[src/rtl/regfile_mp_sb_pkg.sv]
// Shared types for the multi-port register file: register index and sweep/run state.
package regfile_mp_sb_pkg;

    localparam int unsigned NREG_DEF = 32;

    typedef logic [$clog2(NREG_DEF)-1:0] reg_ind_t;

    typedef enum logic {
        StSweep,
        StRun
    } rf_state_e;

endpackage

[src/rtl/regfile_mp_sb_scoreboard.sv]
// Per-register busy bits: reservation sets, writes clear, reservation wins a same-cycle collision.
module regfile_mp_sb_scoreboard
    import regfile_mp_sb_pkg::*;
#(
    parameter int unsigned NREG   = 32,
    parameter int unsigned NRD    = 2,
    parameter int unsigned NWR    = 1,
    parameter int unsigned BYPASS = 1,
    localparam int unsigned AW    = $clog2(NREG)
) (
    input  logic              clk,
    input  logic              rst,
    input  logic              run,
    input  logic [NWR-1:0]    we,
    input  logic [NWR*AW-1:0] wa,
    input  logic              rsv_en,
    input  logic [AW-1:0]     rsv_addr,
    input  logic [NRD*AW-1:0] rd_addr,
    output logic [NRD-1:0]    rd_busy
);

    logic [NREG-1:0] busy_q, busy_d;

    always_comb begin
        busy_d = busy_q;
        if (run) begin
            for (int j = 0; j < NWR; j++) begin
                if (we[j]) busy_d[wa[j*AW +: AW]] = 1'b0;
            end
            if (rsv_en) busy_d[rsv_addr] = 1'b1;
        end
        busy_d[0] = 1'b0;
    end

    always_ff @(posedge clk) begin
        if (rst) busy_q <= '0;
        else     busy_q <= busy_d;
    end

    always_comb begin : busy_lookup
        logic [AW-1:0] ra;
        logic          hit;
        rd_busy = '0;
        for (int i = 0; i < NRD; i++) begin
            ra  = rd_addr[i*AW +: AW];
            hit = 1'b0;
            for (int j = 0; j < NWR; j++) begin
                if (we[j] && (wa[j*AW +: AW] == ra)) hit = 1'b1;
            end
            rd_busy[i] = busy_q[ra];
            // A same-cycle reservation of this register is a newer producer; keep it busy.
            if ((BYPASS != 0) && hit && !(rsv_en && (rsv_addr == ra))) rd_busy[i] = 1'b0;
            if (!run || (ra == '0)) rd_busy[i] = 1'b0;
        end
    end

endmodule

[src/rtl/regfile_mp_sb.sv]
// Multi-port register file with write bypass, busy scoreboard and a post-reset clear sweep.
module regfile_mp_sb
    import regfile_mp_sb_pkg::*;
#(
    parameter int unsigned XLEN   = 64,
    parameter int unsigned NREG   = 32,
    parameter int unsigned NRD    = 2,
    parameter int unsigned NWR    = 1,
    parameter int unsigned BYPASS = 1,
    localparam int unsigned AW    = $clog2(NREG)
) (
    input  logic                clk,
    input  logic                rst,
    output logic                ready,
    input  logic [NRD*AW-1:0]   rd_addr,
    output logic [NRD*XLEN-1:0] rd_data,
    output logic [NRD-1:0]      rd_busy,
    input  logic [NWR-1:0]      we,
    input  logic [NWR*AW-1:0]   wa,
    input  logic [NWR*XLEN-1:0] wd,
    input  logic                rsv_en,
    input  logic [AW-1:0]       rsv_addr
);

    typedef logic [XLEN-1:0] data_t;

    rf_state_e     state_q;
    logic [AW-1:0] cnt_q;
    logic          ready_q;
    logic          run;
    data_t         mem [NREG];

    assign run   = (state_q == StRun);
    assign ready = ready_q;

    always_ff @(posedge clk) begin
        if (rst) begin
            state_q <= StSweep;
            cnt_q   <= AW'(1);
            ready_q <= 1'b0;
        end else if (state_q == StSweep) begin
            cnt_q <= cnt_q + 1'b1;
            if (cnt_q == AW'(NREG - 1)) begin
                state_q <= StRun;
                ready_q <= 1'b1;
            end
        end
    end

    // No reset on the array so it can map to RAM; the sweep zeroes it instead.
    always_ff @(posedge clk) begin
        if (state_q == StSweep) begin
            mem[cnt_q] <= '0;
        end else if (!rst) begin
            for (int j = 0; j < NWR; j++) begin
                if (we[j] && (wa[j*AW +: AW] != '0)) mem[wa[j*AW +: AW]] <= wd[j*XLEN +: XLEN];
            end
        end
    end

    always_comb begin : rd_mux
        logic [AW-1:0] ra;
        data_t         rv;
        rd_data = '0;
        for (int i = 0; i < NRD; i++) begin
            ra = rd_addr[i*AW +: AW];
            rv = mem[ra];
            if (BYPASS != 0) begin
                // Later ports override earlier ones, matching write priority.
                for (int j = 0; j < NWR; j++) begin
                    if (we[j] && (wa[j*AW +: AW] == ra)) rv = wd[j*XLEN +: XLEN];
                end
            end
            if (run && (ra != '0)) rd_data[i*XLEN +: XLEN] = rv;
        end
    end

    regfile_mp_sb_scoreboard #(
        .NREG   (NREG),
        .NRD    (NRD),
        .NWR    (NWR),
        .BYPASS (BYPASS)
    ) u_scoreboard (
        .clk      (clk),
        .rst      (rst),
        .run      (run),
        .we       (we),
        .wa       (wa),
        .rsv_en   (rsv_en),
        .rsv_addr (rsv_addr),
        .rd_addr  (rd_addr),
        .rd_busy  (rd_busy)
    );

endmodule

[config.mk]
export PLATFORM = sky130hd
export DESIGN_NAME = regfile_mp_sb
export DESIGN_NICKNAME = d
export VERILOG_FILES = /design/src/rtl/regfile_mp_sb_pkg.sv /design/src/rtl/regfile_mp_sb_scoreboard.sv /design/src/rtl/regfile_mp_sb.sv
export SDC_FILE = /design/constraint.sdc
export NUM_CORES = 2
export LEC_CHECK = 0
export CORE_AREA = 2 2 402 703
export CTS_CLUSTER_DIAMETER = 60
export CTS_CLUSTER_SIZE = 28
export DETAILED_ROUTE_END_ITERATION = 10
export DIE_AREA = 0 0 404 705
export MAX_ROUTING_LAYER = met4
export PLACE_DENSITY_LB_ADDON = 0.08
export SYNTH_ARGS = -nofsm -noshare
export SYNTH_HDL_FRONTEND = slang
export SYNTH_SLANG_ARGS = --single-unit
[constraint.sdc]
create_clock -name clk -period 7.8 [get_ports clk]
set_input_delay 1.56 -clock clk [delete_from_list [all_inputs] [get_ports clk]]
set_output_delay 1.56 -clock clk [all_outputs]
set_load 0.005 [all_outputs]
# [Word level (Yosys, flattened, before mapping)]
# Memories as Yosys holds them, arrays and structs flattened.
# Index checks and enable logic that the tools add are counted.
[word_totals] reg_bits=39 mem_bits_rw=2048 in_bits=88 output_inout_bits=131 word_cells=76 memories=1
[classes] addsub=1 n_lt_le_gt_ge=6 eq_ne=5 n_mux=31 bitwise=4 n_reduce_logical=23
[mem_list] name="mem" depth=32 width=64 rd=2 rd_ports_with_merged_regs=0 wr=1 line="regfile_mp_sb.sv:31" text="data_t mem [NREG];"
[ops] operator="two-way mux 64 bit" count=5
[ops] operator="two-way mux 32 bit" count=3
[ops] operator="OR reduction 64 bit" count=1
[ops] operator="AND 32 bit" count=1
[ops] operator="inverter 32 bit" count=1
[ops] operator="OR 32 bit" count=1
[ops] operator="less-than comparator 5 x 6 -> 1 bit, second input constant" count=4
[ops] operator="== test 5 bit" count=4
[ops] operator="two-way mux 1 bit" count=18
[ops] operator="nonzero test 5 bit" count=3
[ops] operator="logical AND 1 bit" count=11
[ops] operator="binary-select mux 1 bit (select 5 bit)" count=2
[ops] operator="demux 1 bit (select 5 bit)" count=2
[ops] operator="greater-or-equal comparator 5 x 1 -> 1 bit, second input constant" count=2
[ops] operator="zero test 5 bit" count=2
[ops] operator="adder 5 x 1 -> 5 bit, second input constant" count=1
[ops] operator="== test 5 bit, second input constant" count=1
[ops] operator="two-way mux 5 bit" count=1
[ops] operator="zero test 1 bit" count=3
[ops] operator="logical OR 1 bit" count=2
[ops] operator="AND reduction 2 bit" count=1
[ops] operator="inverter 1 bit" count=1

# [Longest topological paths before layout]
[depth] depth_word=10 depth_mapped=10

# [Cells and area by module]
# Synthesis repeated with hierarchy kept, for this count alone.
[hier_totals] hier_cells=5121 area_unflattened_um2=98129.1
[by_module_without_submodules] mod="regfile_mp_sb" n_inst=1 cells_each=4862 area_each_um2=95987.1 seq_area_each_um2=61639.1
[by_module_without_submodules] mod="regfile_mp_sb_scoreboard" n_inst=1 cells_each=259 area_each_um2=2142.1 seq_area_each_um2=620.6

# [Least setup slack after synthesis]
# OpenSTA, ideal clock, no wires.
[synth_timing] path_type="in2reg" startpoint="input port wa[4]" endpoint="memory mem[22][0] (netlist bit) (enable)" setup_time_ns=0.487 arrival_ns=5.702 setup_slack_ns=1.611 cell_stages=8 path_buffers=2 cell_sequence="or3_1 o31a_1 and3_1 clkbuf_1 mux2i_1 nand2b_1 buf_2 nor2_1"
[synth_between] elab_chain_cells=8
[synth_lines] item="from (decl)" line="regfile_mp_sb.sv:19" text="input logic [NWR*AW-1:0] wa,"
[synth_lines] item="nonzero test 5 bit" line="regfile_mp_sb.sv:56" text="if (we[j] && (wa[j*AW +: AW] != '0)) mem[wa[j*AW +: AW]] <= wd[j*XLEN +: XLEN];"
[synth_lines] item="logical AND 1 bit" line="regfile_mp_sb.sv:56"
[synth_lines] item="two-way mux 1 bit" line="regfile_mp_sb.sv:56"
[synth_lines] item="two-way mux 1 bit" line="regfile_mp_sb.sv:54" text="end else if (!rst) begin"
[synth_lines] item="two-way mux 1 bit" line="regfile_mp_sb.sv:52" text="if (state_q == StSweep) begin"
[synth_lines] item="two-way mux 1 bit (not written as such)" line="regfile_mp_sb.sv:56"
[synth_lines] item="OR reduction 64 bit (no source line)"
[synth_lines] item="two-way mux 5 bit (no source line) or two-way mux 1 bit (tied branches)"
[synth_lines] item="to (decl)" line="regfile_mp_sb.sv:31"
# Several ways; a longest one is shown, not always the timed one.

# [Final worst setup path]
[layout_timing] startpoint="input port wa[3]" endpoint="output port rd_data[42]"
[layout_between] elab_chain_cells=4
[layout_lines] item="== test 5 bit" line="regfile_mp_sb.sv:71" text="if (we[j] && (wa[j*AW +: AW] == ra)) rv = wd[j*XLEN +: XLEN];"
[layout_lines] item="logical AND 1 bit" line="regfile_mp_sb.sv:71"
[layout_lines] item="two-way mux 64 bit" line="regfile_mp_sb.sv:71"
[layout_lines] item="two-way mux 64 bit" line="regfile_mp_sb.sv:74" text="if (run && (ra != '0)) rd_data[i*XLEN +: XLEN] = rv;"
[layout_lines] item="to (decl)" line="regfile_mp_sb.sv:16" text="output logic [NRD*XLEN-1:0] rd_data,"
# Every way passes these cells.

==> impl_metrics.json <==
{
  "min_period_ns": 7.168,
  "seq_power_share_pct": 54.0,
  "nets": 4892,
  "syn_to_final_growth_pct": 13.11,
  "drtAntennaViolNets": 0,
  "clock_latency_ns": 0.88,
  "synth_top_family_by_area": "multiplexers",
  "cts_tree": "yes",
  "clk_pin_slew_ns": 0.07,
  "synth-seq-area-share_pct": 63.98,
  "yosysWarnings": 0,
  "syn_avg_cell_area_um2": 21.03,
  "track_usage_pct": 24.93,
  "power.density_nw_per_um2": 208.8,
  "synth_top_area_share_pct": 63.20,
  "clockBufferDepth": 4,
  "syn_nets": 4717,
  "grt_pass1_wl_um": 476300,
  "drv_slew": 0,
  "path_max_fanout": 21,
  "worst_pin_slew_ns": 1.419,
  "antenna_found_initial": 13,
  "rsz0062_at_grt": "false",
  "final_cell_mix": "edfxtp_1, mux4_2, clkdlybuf4s50_1",
  "cts_max_level": 4,
  "critPathMaxStageDelay_ns": 0.90,
  "critPathCaptureType": "output port",
  "max_freq_mhz": 139.5,
  "synthMuxAreaShare_pct": 29.60,
  "combPwrFrac_pct": 9.1,
  "power.total_w": 0.02298,
  "dieArea_um2": 284800,
  "skew_ns": 0.07845,
  "synth_fa_ha_area_share_pct": 0.02572,
  "status": "complete, no violations",
  "grt_max_degree": 115,
  "overflow": 0,
  "synth_flop_cell": "edfxtp_1",
  "fp.dieW_um": 404,
  "routed_wl_um": 345400,
  "cts_setup_buffers": 0,
  "yosys.area_share.simple_pct": 2.338,
  "drc_errors": 0,
  "synth-compound-area-share_pct": 1.922,
  "ys_ff_latch": 2086,
  "swShare_pct": 24.93,
  "syn_inst": 4627,
  "coreArea_um2": 279100,
  "worst-path-buf-inv": 4,
  "max_cap_violations": 0,
  "dr.pass1.iters": 5,
  "worstPathCellList": "clkdlybuf4s50_1 > xor2_1 > nor4_1 > nand3_4 > buf_4 > nor2_1 > nor3_1 > buf_4 > clkdlybuf4s50_1",
  "place_hpwl_um": 191200,
  "synth_enable_flop_cells": 2048,
  "netlist_area_um2": 97310,
  "synth_area_leader_cell": "edfxtp_1",
  "fin_setup_tns_ns": 0,
  "start_kind": "input port",
  "synth_cell_types": 51,
  "cts_sinks": 2086,
  "crit_type": "input port to output port",
  "die_h_um": 705,
  "hold_viol": 0,
  "rows": 257,
  "final_common_cell": "edfxtp_1",
  "hold_path_class": "flop to flop",
  "post-route-period-util_pct": 91.90,
  "grt_pass1_vias": 55970,
  "vias_per_cell": 6.183,
  "total_leakage_power_nw": 30.35,
  "cp.arrival_ns": 5.61,
  "cts_inserted_buffers": 143,
  "internal_power_w": 0.01725,
  "drive_gt1_share_pct": 35.23,
  "synth_xor_area_share_pct": 0.1980,
  "detail_route.wl_per_cell_um": 40.45,
  "yosys-top-cells-area": "edfxtp_1, mux4_2, mux2i_1",
  "switchingPower_w": 0.005730,
  "io_pins": 219,
  "async_reset_ff_share_pct": 0,
  "cpMaxStageDelayCell": "nor2_1",
  "portBuffers": 218,
  "cts_resized": 0,
  "peakVddDrop_v": 0.0001636,
  "critPathTopFamily": "simple AND/OR/NAND/NOR gates",
  "drt-initial-drc-count": 5110,
  "crit_required_ns": 6.24,
  "ctsHoldBuffers": 0,
  "root_buffer": "clkbuf_16",
  "slew-limit-headroom_pct": 4.947,
  "routabilityCongestion": 0.7937,
  "num_vias": 52790,
  "p_clk_share_pct": 36.9,
  "setup_viol": 0,
  "start_util_pct": 34.86
}
-- final cells by class --
| class | instances | area, µm² |
|---|---|---|
| fillers | 24880 | 169000 |
| flip-flops and latches | 2086 | 62260 |
| multi-input cells | 2127 | 33500 |
| repair buffers | 411 | 4634 |
| well taps | 3626 | 4537 |
| clock buffers | 152 | 3697 |
| clock inverters | 99 | 1304 |
| inverters | 33 | 123.9 |
| diodes | 4 | 10.01 |
-- layer usage --
layer  routed length (µm)  GRT usage [%]
met2               175600          41.41
met3                17640          2.869
met1               144000          33.10
met4                 8149          5.464
met5                    0              -
-- through the flow --
stage,setup slack [ns],hold WS (ns),utilization (%),area [µm²],instances
final,0.6316,0.4982,39.43,110100,8538
after global routing,0.3518,0.5162,39.43,110100,8536
after CTS,0.7434,0.4967,39.43,110100,8534
after detailed placement,0.7691,0.4860,37.64,105100,8283
after global placement,0.7674,0.4743,37.64,105100,8283
after floorplan,1.611,0.4603,-,97310,4627
-- power groups by stage --
stage               Combinational, W  Clock (W)  Sequential [W]
floorplan                    0.00122          0          0.0127
global placement             0.00214          0          0.0127
detailed placement           0.00212          0          0.0127
CTS                          0.00213    0.00870          0.0124
global route                 0.00217    0.00902          0.0124
finish                       0.00209    0.00848          0.0124
-- sequential cells by signal, summed over array words and instances (netlist names) --
register / count
cnt_q: 5
mem: 2048
u_scoreboard.busy_q: 31
run: 1
ready: 1
-- final timing paths --
| path | slack (ns) | endpoint | cells past startpoint | from |
|---|---|---|---|---|
| min reg2reg | 0.50 | ready | 2 | ready |
| max reg2reg | 3.54 | mem[24][63] | 6 | run |
| max | 0.63 | rd_data[42] | 9 | wa[3] |
| min | 0.50 | ready | 2 | ready |
-- synth_stat cells (29+ instances only) --
| library cell | number |
|---|---|
| a21oi_1 | 36 |
| and2_1 | 60 |
| buf_1 | 29 |
| buf_2 | 138 |
| clkbuf_1 | 182 |
| dfxtp_1 | 38 |
| edfxtp_1 | 2048 |
| inv_1 | 32 |
| mux2i_1 | 88 |
| mux4_2 | 1239 |
| nand2_1 | 55 |
| nor2_1 | 202 |
| nor3_1 | 126 |
| o21ai_0 | 37 |
| o22ai_1 | 121 |
-- worst min-delay path, delay by kind of cell (launching register included) --
family	cells	cell delay (ns)
flip-flops	1	0.35
AND/OR/NAND/NOR	1	0.07
AO/OA/AOI/OAI	1	0.05
-- cells by family (layout without fill, tap and decap cells) --
kind of cell | Yosys count | count (layout)
XOR/XNOR | 22 | 22
flip-flops | 2086 | 2086
AO/OA/AOI/OAI | 284 | 284
AND/OR/NAND/NOR | 490 | 490
other | 0 | 4
adder cells (fa/ha/maj) | 2 | 2
multiplexers | 1329 | 1329
buffers and inverters | 414 | 695
Note: power is estimated with default switching activity, not from simulation.
